--- config.mk ---
export PLATFORM = sky130hd
export DESIGN_NAME = lvds_tx_framer
export DESIGN_NICKNAME = d
export VERILOG_FILES = /design/src/rtl/lvds_tx_framer.sv
export SDC_FILE = /design/constraint.sdc
export NUM_CORES = 1
export LEC_CHECK = 0
export ABC_CLOCK_PERIOD_IN_PS = 3800
export CORE_MARGIN = 4
export CORE_UTILIZATION = 55
export CTS_BUF_LIST = sky130_fd_sc_hd__clkbuf_8
export DETAILED_ROUTE_END_ITERATION = 8
export MAX_ROUTING_LAYER = met4
export PLACE_DENSITY = 0.73
export SLEW_MARGIN = 20
export SYNTH_ARGS = -nofsm -noshare
export SYNTH_HDL_FRONTEND = slang
export SYNTH_SLANG_ARGS = --single-unit
--- constraint.sdc ---
create_clock -name inclock -period 3.8 [get_ports inclock]
set_input_delay 0.76 -clock inclock [delete_from_list [all_inputs] [get_ports inclock]]
set_output_delay 0.76 -clock inclock [all_outputs]
set_load 0.01 [all_outputs]
--- src/rtl/lvds_tx_framer.sv ---
// lvds_tx_framer: FIFO-buffered word framer with link bring-up for the LVDS serializer
module lvds_tx_framer #(
    parameter int WORD_W = 32,
    parameter int BEAT_W = 8,
    parameter int DEPTH = 4,
    parameter logic [BEAT_W-1:0] TRAIN_PAT = 'h6A,
    parameter logic [BEAT_W-1:0] SYNC_PAT = 'hA5,
    parameter logic [BEAT_W-1:0] MARK_PAT = 'h77,
    parameter logic [BEAT_W-1:0] IDLE_PAT = 'h52
) (
    input  logic inclock,
    input  logic reset_n,
    input  logic tx_locked,
    input  logic tx_align_done,
    input  logic [WORD_W-1:0] enq_tx_put,
    input  logic EN_enq_tx_put,
    output logic RDY_enq_tx_put,
    output logic [BEAT_W-1:0] tx_in,
    output logic link_up,
    output logic [$clog2(DEPTH+1)-1:0] fifo_count,
    output logic drop_err
);
    localparam int NBEATS = WORD_W / BEAT_W;
    localparam int AW = $clog2(DEPTH);
    localparam int CW = $clog2(DEPTH + 1);
    localparam int IW = $clog2(NBEATS);
    localparam logic [IW-1:0] LAST = IW'(NBEATS - 1);
    typedef enum logic [2:0] {WAIT_LOCK, TRAIN, SYNC, IDLE, MARK, DATA} state_t;
    state_t state;
    logic [WORD_W-1:0] mem [DEPTH];
    logic [WORD_W-1:0] shreg, head;
    logic [AW-1:0] wp, rp;
    logic [IW-1:0] idx;
    logic [CW-1:0] count_n;
    logic enq, pop, pending;
    assign enq = EN_enq_tx_put & RDY_enq_tx_put;
    assign pop = state == MARK;
    assign head = mem[rp];
    assign pending = fifo_count != '0;
    assign count_n = fifo_count + CW'(enq) - CW'(pop);
    always_ff @(posedge inclock)
        if (enq) mem[wp] <= enq_tx_put;
    always_ff @(posedge inclock) begin
        if (!reset_n) begin
            wp <= '0;
            rp <= '0;
            fifo_count <= '0;
            RDY_enq_tx_put <= 1'b0;
            drop_err <= 1'b0;
        end else begin
            if (enq) wp <= wp + AW'(1);
            if (pop) rp <= rp + AW'(1);
            fifo_count <= count_n;
            RDY_enq_tx_put <= count_n < CW'(DEPTH);
            drop_err <= drop_err | (EN_enq_tx_put & ~RDY_enq_tx_put);
        end
    end
    // a word popped in MARK is lost if lock drops; the FIFO keeps the rest
    always_ff @(posedge inclock) begin
        if (!reset_n) begin
            state <= WAIT_LOCK;
            tx_in <= '0;
            link_up <= 1'b0;
            idx <= '0;
            shreg <= '0;
        end else if (!tx_locked && state != WAIT_LOCK) begin
            state <= WAIT_LOCK;
            tx_in <= '0;
            link_up <= 1'b0;
        end else begin
            case (state)
                WAIT_LOCK: if (tx_locked) begin
                    state <= TRAIN;
                    tx_in <= TRAIN_PAT;
                end
                TRAIN: if (tx_align_done) begin
                    state <= SYNC;
                    tx_in <= SYNC_PAT;
                end
                SYNC: begin
                    state <= IDLE;
                    tx_in <= IDLE_PAT;
                    link_up <= 1'b1;
                end
                IDLE: if (pending) begin
                    state <= MARK;
                    tx_in <= MARK_PAT;
                end
                MARK: begin
                    state <= DATA;
                    idx <= '0;
                    tx_in <= head[WORD_W-1 -: BEAT_W];
                    shreg <= head << BEAT_W;
                end
                DATA: if (idx == LAST) begin
                    state <= pending ? MARK : IDLE;
                    tx_in <= pending ? MARK_PAT : IDLE_PAT;
                end else begin
                    idx <= idx + IW'(1);
                    tx_in <= shreg[WORD_W-1 -: BEAT_W];
                    shreg <= shreg << BEAT_W;
                end
                default: state <= WAIT_LOCK;
            endcase
        end
    end
endmodule

==> key figures, run 1 <==
Placed design
  • Placed Cells: between 600 and 700
  • Placement Cell Area: between 7000 and 8000 µm²
  • Post-Place Worst Slack: approximately 1 ns
  • IO buf count: 50
  • Dpl hpwl: between 8 and 9 mm
  • RD Place Congestion: approximately 0.84

STA
  • Worst Skew: roughly 0.0096 ns
  • Final min period: roughly 2.3 ns
  • Final slew viol count: 0
  • Slew margin rel.: 54.9%
  • # setup viols final: 0
  • Worst Tran Pin Value: between 0.6 and 0.7 ns
  • Final Hold Viols: 0
  • Fin worst setup slack: ~1.5 ns
  • RSZ-0062 raised after global routing: false
  • Setup TNS: 0 ns
  • Period utilization: 61.8%
  • F_max: roughly 0.43 GHz

Route
  • WL/cell: about 19 µm
  • 1st-pass router iterations: 4
  • Post-route ant nets: 0
  • Final wirelength: approximately 13 mm
  • Initial detailed-routing violation count: 240
  • Vias: roughly 4k
  • DR DRC count: 0
  • Via-per-instance ratio: between 5 and 6

Global route
  • Vias in the first global route: a little over 4k
  • Met1 Usage GRT: 23.8%
  • GRT Overall Usage: between 10% and 20%
  • Largest net degree at the start of global routing: 33
  • M3 GR Usage: a little over 4%
  • M2 GR Usage: between 30 and 40%
  • Initial antenna violation count: 0
  • Gr busiest metal: met2
  • GRT overflow: 0
  • First-pass GRT wire length: ~21 mm

CTS
  • CTS H-tree lvls: 4
  • Clock Sink Count: 177
  • Skew-Pair Late Insertion Delay: ~0.46 ns
  • # hold bufs at CTS: 0
  • CTS tree: built
  • Total CTS buffers: 17
  • Maximum clock insertion buffer count: 2
  • Root buffer cell: clkbuf_8
  • Clk slew on worst S/H paths: 0.08 ns
  • Post-CTS resize count: 0
  • Setup bufs post-CTS: 0

Setup path
  • CP Data Required Time: about 4.2 ns
  • Slowest stage cell on the critical path: dfxtp_1
  • Crit Path Class: flop to flop
  • CP endpoint kind: flop
  • Cell Chain, Critical Path: ha_1 > nand2_1 > nor2_2 > o211a_1
  • Critical Path Fanout Max: 18
  • Largest stage delay on the critical path: 0.69 ns
  • Crit start category: flop
  • Arr. time, crit path: roughly 2.8 ns

Final layout
  • Post-layout nets: roughly 550
  • Area Overhead vs Synth: 14.4%
  • Final instance area: 8250 µm²
  • Share of layout cells above drive strength 1: 13.8%
  • Final cell count without fillers: between 600 and 700
  • Ant. Diodes: 0

Logic synthesis
  • Post-synth net total: around 500
  • Avg Inst Size Synth: between 15 and 20 µm²
  • Cells after synthesis: between 400 and 500
  • Yosys top cell by area: edfxtp_1
  • Synth warnings: 0
  • Mapped Area: about 7200 µm²
  • Count of flip-flops with a built-in enable after synthesis: about 130
  • Ys flop type: edfxtp_1
  • Post-synthesis sequential area ratio: between 60% and 70%
  • Cell with the most instances after synthesis: edfxtp_1
  • Synth cell count leaders: edfxtp_1, dfxtp_1, mux4_2, nand3_1, o21ai_0
  • Area share of the largest cell type after synthesis: around 53%
  • Yosys cell types: between 50 and 60
  • Top cells by area, synth: edfxtp_1, dfxtp_1, mux4_2
  • Ys async rst share: 0%
  • #FFs+latches synth: between 150 and 200

Power
  • Max rail drop VDD: 0.302 mV
  • Sequential share of power: roughly 58%
  • Pleak: 2.97 nW
  • Sw Ratio: between 20% and 30%
  • Clock power share: roughly 34%
  • Logic pwr share: around 8.3%
  • Net Switching: between 0.0008 and 0.0009 W
  • Pwr dens: around 460 nW/µm²
  • Internal power: ~0.0029 W

Floorplanning
  • Die Width: between 100 and 150 µm
  • Row cnt: 41
  • Die Height: approximately 120 µm
  • Core Box Area: 12700 µm²
  • IO Count: ~50
  • Die area: 15000 µm²
  • Initial Util: between 50% and 60%

Min path
  • HP Class: flop to flop

Run status
  • Outcome: completed

Job
  • Maxcap violations: 0
[sequential cells by signal, summed over array words and instances (netlist names), named ones only]
signal	count
wp	2
tx_in	8
shreg	24
fifo_count	3
state	3
drop_err	1
rp	2
link_up	1
RDY_enq_tx_put	1
mem	128
idx	2
[cells by family after synthesis]
group / count (synthesis) / synth area share [%]
mux: 49 / 12.7
compound gates: 83 / 8.35
buf+inv: 35 / 2.67
xor+xnor: 6 / 0.729
simple gates: 89 / 6.58
flops: 177 / 67.0
fa+ha+maj: 11 / 2.01
[cell usage in the layout, fill, tap and decap left out, types with 11 or more instances in the layout]
cell type	instances
clkbuf_8	17
o211a_1	16
mux4_2	26
mux2i_1	17
a21boi_0	11
clkdlybuf4s50_1	50
dfxtp_1	48
nor2_1	12
buf_4	11
o21ai_0	19
nand3_1	26
edfxtp_1	128
[per-stage QoR]
step | util (%) | hold WS [ns] | power (W)
detailed placement | 61.6 | 0.464 | 0.00255
floorplan | - | 0.457 | 0.00240
global route | 64.8 | 0.521 | 0.00393
global placement | 61.6 | 0.454 | 0.00254
CTS | 64.8 | 0.480 | 0.00381
finish | 64.8 | 0.477 | 0.00379
[power by group through the flow]
stage	combinational (W)	sequential, W	clock (W)
2_1_floorplan	0.000179	0.00222	0
3_3_place_gp	0.000311	0.00223	0
3_5_place_dp	0.000317	0.00223	0
4_1_cts	0.000318	0.00219	0.00131
5_1_grt	0.000345	0.00220	0.00139
6_report	0.000315	0.00219	0.00129
[layer usage]
metal | wire length (µm) | part of all wire [%] | vias up
met5 | 0 | 0 | -
met4 | 148 | 1.1 | 0
met3 | 460 | 3.5 | 12
met2 | 6780 | 52 | 74
met1 | 5630 | 43 | 1978
li1 | - | - | 1879
[worst paths after layout]
kind / start / depth (start not counted) / to / slack [ns]
max: state[2]$_SDFFE_PP0P_ / 4 / shreg[30]$_SDFFE_PN0P_ / 1.45
min: tx_in[2]$_SDFFE_PP0P_ / 2 / tx_in[2]$_SDFFE_PP0P_ / 0.48
max reg2reg: state[2]$_SDFFE_PP0P_ / 4 / shreg[30]$_SDFFE_PN0P_ / 1.45
min reg2reg: tx_in[2]$_SDFFE_PP0P_ / 2 / tx_in[2]$_SDFFE_PP0P_ / 0.48
[critical path: cells and delay by family (launching register included)]
family,cells,cell delay [ns]
compound gates,1,0.21
simple gates,2,0.88
flops,1,0.69
fa+ha+maj,1,0.51
[final cells by class]
class / count / area [µm²]
sequential: 177 / 4830
fill: 947 / 4480
multi-input combinational: 238 / 2190
timing repair buffer: 61 / 583
clock buffer: 17 / 234
tap: 172 / 215
clock inverter: 15 / 170
inverter: 8 / 30.0
(Power assumes the default switching activity.)
==> run 2: changes to the inputs <==
--- a/config.mk
+++ b/config.mk
@@ -5,13 +5,13 @@
 export SDC_FILE = /design/constraint.sdc
 export NUM_CORES = 1
 export LEC_CHECK = 0
-export ABC_CLOCK_PERIOD_IN_PS = 3800
+export ABC_CLOCK_PERIOD_IN_PS = 2100
 export CORE_MARGIN = 4
 export CORE_UTILIZATION = 55
 export CTS_BUF_LIST = sky130_fd_sc_hd__clkbuf_8
 export DETAILED_ROUTE_END_ITERATION = 8
 export MAX_ROUTING_LAYER = met4
-export PLACE_DENSITY = 0.73
+export PLACE_DENSITY = 0.76
 export SLEW_MARGIN = 20
 export SYNTH_ARGS = -nofsm -noshare
 export SYNTH_HDL_FRONTEND = slang
==> constraint.sdc (replaced) <==
create_clock -name inclock -period 2.1 [get_ports inclock]
set_input_delay 0.42 -clock inclock [delete_from_list [all_inputs] [get_ports inclock]]
set_output_delay 0.42 -clock inclock [all_outputs]
set_load 0.01 [all_outputs]
==> key figures, run 2 (same netlist as run 1, synthesis figures left out) <==
Run status
  • Outcome: completed

CTS
  • # hold bufs at CTS: 0
  • Clk slew on worst S/H paths: 0.08 ns
  • Total CTS buffers: 17
  • Maximum clock insertion buffer count: 2
  • Clock Sink Count: ~180
  • CTS tree: built
  • Post-CTS resize count: 0
  • Setup bufs post-CTS: 0
  • Root buffer cell: clkbuf_8
  • Skew-Pair Late Insertion Delay: ~0.45 ns
  • CTS H-tree lvls: 4

Global route
  • GRT overflow: 0
  • GRT Overall Usage: 20.0%
  • Initial antenna violation count: 0
  • Largest net degree at the start of global routing: 33
  • Vias in the first global route: around 4.3k
  • First-pass GRT wire length: 21.8 mm

STA
  • Setup TNS: 0 ns
  • Period utilization: 92.4%
  • RSZ-0062 raised after global routing: false
  • Worst Skew: ~0.008 ns
  • # setup viols final: 0
  • F_max: about 0.52 GHz
  • Final slew viol count: 0
  • Final Hold Viols: 0
  • Final min period: ~1.9 ns
  • Slew margin rel.: 59.1%
  • Worst Tran Pin Value: a little over 0.6 ns

Placed design
  • IO buf count: 50
  • Placement Cell Area: approximately 8100 µm²
  • Dpl hpwl: roughly 8.9 mm
  • RD Place Congestion: just under 0.9

Setup path
  • Count of buffer and inverter cells on the critical path: 1
  • Critical Path Fanout Max: 6
  • Top Family by Delay on Critical Path: buffers and inverters
  • Arr. time, crit path: 1.52 ns
  • Crit Path Class: flop to primary output
  • CP endpoint kind: primary output
  • Slowest stage cell on the critical path: clkdlybuf4s50_1
  • Crit start category: flop
  • CP Data Required Time: about 1.7 ns
  • Cell Chain, Critical Path: clkdlybuf4s50_1
  • FF-to-FF path depth: 8
  • Critical path depth: 1
  • Largest stage delay on the critical path: ~0.6 ns

Route
  • Post-route ant nets: 0
  • Vias: slightly above 4k
  • DR DRC count: 0
  • WL/cell: between 15 and 20 µm
  • Final wirelength: between 10 and 15 mm
  • Initial detailed-routing violation count: ~320
  • 1st-pass router iterations: 5
  • Via-per-instance ratio: 5.84

Final layout
  • Post-layout nets: between 500 and 600
  • Share of layout cells above drive strength 1: 16.7%
  • Most frequent cells in the layout: edfxtp_1, clkdlybuf4s50_1, dfxtp_1
  • Biggest register: mem
  • Commonest non-fill, non-tap cell in the layout: edfxtp_1
  • Ant. Diodes: 0
  • Final instance area: between 8000 and 9000 µm²
  • Largest registers: mem (128), shreg (24), tx_in (8)
  • Area Overhead vs Synth: 16.6%
  • Max FFs per register: roughly 130

Power
  • Max rail drop VDD: about 0.48 mV
  • Pleak: 3.04 nW
  • Pwr dens: between 700 and 800 nW/µm²

Floorplanning
  • Initial Util: 56.6%
  • Die Height: 122 µm
  • Die Width: 122 µm
  • IO Count: between 50 and 60
  • Row cnt: approximately 40
  • Die area: approximately 15000 µm²
  • Core Box Area: 12700 µm²

Job
  • Maxcap violations: 0

Min path
  • Hold Crit Depth: 2
  • HP Class: flop to flop
[run 2: changes by cell type in the layout (fill, tap and decap cells not counted)]
| cell | delta |
|---|---|
| inv_1 | -2 |
| clkinvlp_4 | +1 |
| clkinv_1 | +2 |
| buf_12 | +8 |
| clkinv_2 | +3 |
| clkinv_4 | -2 |
| inv_6 | +1 |
| nor3b_1 | -1 |
| bufinv_16 | -3 |
| buf_4 | +9 |
| nor3b_2 | +1 |
[run 2: worst paths after layout]
| kind | slack [ns] | startpoint | endpoint |
|---|---|---|---|
| worst min register to register | 0.48 | link_up$_SDFFE_PP0P_ | link_up$_SDFFE_PP0P_ |
| worst max register to register | 0.18 | state[0]$_SDFFE_PP0P_ | RDY_enq_tx_put$_SDFF_PN0_ |
| worst min-delay path | 0.48 | link_up$_SDFFE_PP0P_ | link_up$_SDFFE_PP0P_ |
| worst max-delay path | 0.16 | fifo_count[1]$_SDFF_PN0_ | fifo_count[1] |
[run 2: layout make-up]
type	count	area [µm²]
fill	933	4320
tap	172	215
timing repair buffer	78	811
sequential	177	4830
multi-input combinational	238	2190
inverter	8	30.0
clock buffer	17	234
clock inverter	15	93.8
[run 2: per-stage QoR]
stage | total power, W | cells | hold slack [ns] | util [%] | setup WS (ns)
after floorplan | 0.00435 | 450 | 0.457 | - | 0.0273
after global placement | 0.00463 | 673 | 0.447 | 63.5 | -0.169
after detailed placement | 0.00467 | 673 | 0.460 | 63.5 | -0.257
after CTS | 0.00659 | 705 | 0.479 | 66.0 | 0.115
after global routing | 0.00680 | 705 | 0.504 | 66.0 | 0.0627
final | 0.00653 | 705 | 0.480 | 66.0 | 0.159
[run 2: per-layer routing]
layer,track usage [%],vias up,share of wire (%)
li1,-,1912,-
met1,24.8,2035,42
met2,31.6,138,50
met3,4.01,31,4.8
met4,10.1,0,2.9
met5,-,-,0
[run 2: report_power, final]
part / total, W / leakage [nW] / switching (W) / internal, W
Clock: 0.00195 / 0.154 / 0.00115 / 0.000799
Sequential: 0.00394 / 1.56 / 0.0000532 / 0.00388
Combinational: 0.000644 / 1.33 / 0.000325 / 0.000319
Total: 0.00653 / 3.04 / 0.00153 / 0.00500
[run 2: worst register-to-register path, delay by kind of cell, from the launching register on]
kind	cells	cell delay [ns]
xor gates and xnor gates	3	0.47
adders and majority gates	2	0.54
buffers and inverters	1	0.05
DFF	1	0.33
and+or+nand+nor	2	0.44
==> run 3: changes to the inputs <==
--- a/config.mk
+++ b/config.mk
@@ -10,6 +10,7 @@
 export CORE_UTILIZATION = 55
 export CTS_BUF_LIST = sky130_fd_sc_hd__clkbuf_8
 export DETAILED_ROUTE_END_ITERATION = 8
+export GPL_TIMING_DRIVEN = 0
 export MAX_ROUTING_LAYER = met4
 export PLACE_DENSITY = 0.76
 export SLEW_MARGIN = 20
==> key figures, run 3 (same netlist as run 1, synthesis figures left out) <==
Setup path
  • FF-to-FF setup slack: 0.08 ns
  • Slowest stage cell on the critical path: dfxtp_4
  • Largest stage delay on the critical path: ~0.42 ns
  • Crit Path Class: flop to flop
  • CP Data Required Time: roughly 2.5 ns
  • Crit start category: flop
  • CP endpoint kind: flop
  • Critical Path Fanout Max: 8
  • Arr. time, crit path: 2.38 ns
  • Cell Chain, Critical Path: nor3b_4 > buf_6 > xnor2_2 > ha_2 > inv_2 > fa_2 > xor2_1 > xnor2_1 > and2_1

Global route
  • Largest net degree at the start of global routing: 28
  • GRT Overall Usage: around a fifth
  • GRT overflow: 0
  • Initial antenna violation count: 0
  • First-pass GRT wire length: 22.8 mm
  • Vias in the first global route: roughly 4.2k

Floorplanning
  • Initial Util: a little under three fifths
  • Row cnt: just over 40
  • Die Height: around 120 µm
  • Core Box Area: approximately 13000 µm²
  • Die Width: 122 µm
  • IO Count: 51
  • Die area: ~15000 µm²

Placed design
  • Placed Cells: between 600 and 700
  • Dpl hpwl: around 9.6 mm
  • IO buf count: about 50
  • RD Place Congestion: approximately 0.85
  • Post-Place Worst Slack: -0.383 ns

CTS
  • Root buffer cell: clkbuf_8
  • CTS H-tree lvls: 4
  • CTS tree: built
  • Clock Sink Count: approximately 180
  • Clk slew on worst S/H paths: approximately 0.09 ns
  • Total CTS buffers: 17
  • Maximum clock insertion buffer count: 2
  • Skew-Pair Late Insertion Delay: 0.45 ns

Route
  • Final wirelength: 14.1 mm
  • WL/cell: 19.8 µm
  • Initial detailed-routing violation count: a little under 400
  • Vias: ~4.2k
  • Post-route ant nets: 0
  • 1st-pass router iterations: 5
  • DR DRC count: 0
  • Via-per-instance ratio: between 5 and 6

STA
  • Slew margin rel.: ~50%
  • Worst Skew: 0.0103 ns
  • Final min period: 2.02 ns
  • # setup viols final: 0
  • Final Hold Viols: 0
  • RSZ-0062 raised after global routing: true
  • Worst Tran Pin Value: between 0.7 and 0.8 ns
  • Final slew viol count: 0
  • Period utilization: about 96%
  • Fin worst setup slack: 0.0775 ns
  • F_max: a little under 0.5 GHz
  • Hold Slack: 0.334 ns

Job
  • Maxcap violations: 0

Min path
  • HP Class: input pin to flop

Final layout
  • Area of the multi-input gates: between 2000 and 2500 µm²
  • Ant. Diodes: 0
  • Most frequent cells in the layout: edfxtp_1, clkdlybuf4s50_1, dfxtp_1
  • Biggest register: mem
  • Max FFs per register: about 130
  • Area Overhead vs Synth: 18.3%
  • # fillers: roughly 900
  • Final cell count without fillers: between 700 and 800
  • Post-layout nets: about 570
  • Share of layout cells above drive strength 1: between 10% and 20%
  • Commonest non-fill, non-tap cell in the layout: edfxtp_1
  • Storage element area: slightly below 5000 µm²
  • Final Util: 67.0%
  • Largest registers: mem (128), shreg (24), tx_in (8)

Run status
  • Outcome: completed

Power
  • Max rail drop VDD: approximately 0.56 mV
  • Pleak: 3.10 nW
  • Pwr dens: around 840 nW/µm²
==> run 3: cell count changes in the layout (fill, tap and decap cells not counted), sizes merged <==
cell,previous run,this run
bufinv,0,5
clkbuf,17,28
buf,28,24
clkinv,8,6
clkinvlp,5,3
inv,10,9
clkdlybuf4s50,50,49
==> run 3: cell type report <==
cell class              count  area share [%]
plain buffers              25            1.86
clock buffers              17            2.74
clock inverters            15            2.52
inverters                   8           0.352
multi-input cells         238            26.0
flip-flops and latches    177            56.7
well taps                 172            2.52
repair buffers             59            7.22
==> run 3: metrics by stage <==
| step | area (µm²) | power [W] | setup TNS [ns] |
|---|---|---|---|
| global placement | 7920 | 0.00461 | -89.88 |
| finish | 8520 | 0.00717 | 0 |
| detailed placement | 8000 | 0.00464 | -1.42 |
| floorplan | 7210 | 0.00435 | 0 |
| global route | 8520 | 0.00743 | -0.0413 |
| CTS | 8480 | 0.00721 | 0 |
==> run 3: path summary, 6_finish.rpt <==
kind | from | depth (start not counted) | end
setup / recovery | state[2]$_SDFFE_PP0P_ | 9 | RDY_enq_tx_put$_SDFF_PN0_
hold / removal | tx_locked | 3 | idx[1]$_SDFFE_PN0P_
setup reg to reg | state[2]$_SDFFE_PP0P_ | 9 | RDY_enq_tx_put$_SDFF_PN0_
hold reg to reg | drop_err$_SDFF_PN0_ | 1 | drop_err$_SDFF_PN0_
==> run 3: per-layer routing <==
layer / part of all wire (%) / global-route usage (%) / routed length, µm
met5: 0 / - / 0
met4: 2.0 / 7.70 / 286
met3: 5.1 / 4.15 / 716
met2: 49 / 32.8 / 6900
met1: 44 / 28.3 / 6190
==> run 3: repair_timing <==
item / 4_1_cts / 5_1_grt
resized for setup: 6 / 10
hold buffers: 0 / 0
buffers inserted: 2 / 4
pin swaps: 1 / 2
setup endpoints to repair: 23 / 6
==> run 3: worst max-delay path, delay by kind of cell, from the launching register on <==
family	cells	cell delay [ns]
fa+ha+maj	2	0.51
flops	1	0.42
simple gates	2	0.40
xor+xnor	3	0.40
buf+inv	2	0.18
==> run 3: where the power goes <==
group	switching [W]	internal [W]	total, W
clock network	0.00118	0.00141	0.00259
logic	0.000325	0.000306	0.000631
registers	0.0000681	0.00388	0.00395
total	0.00157	0.00559	0.00717
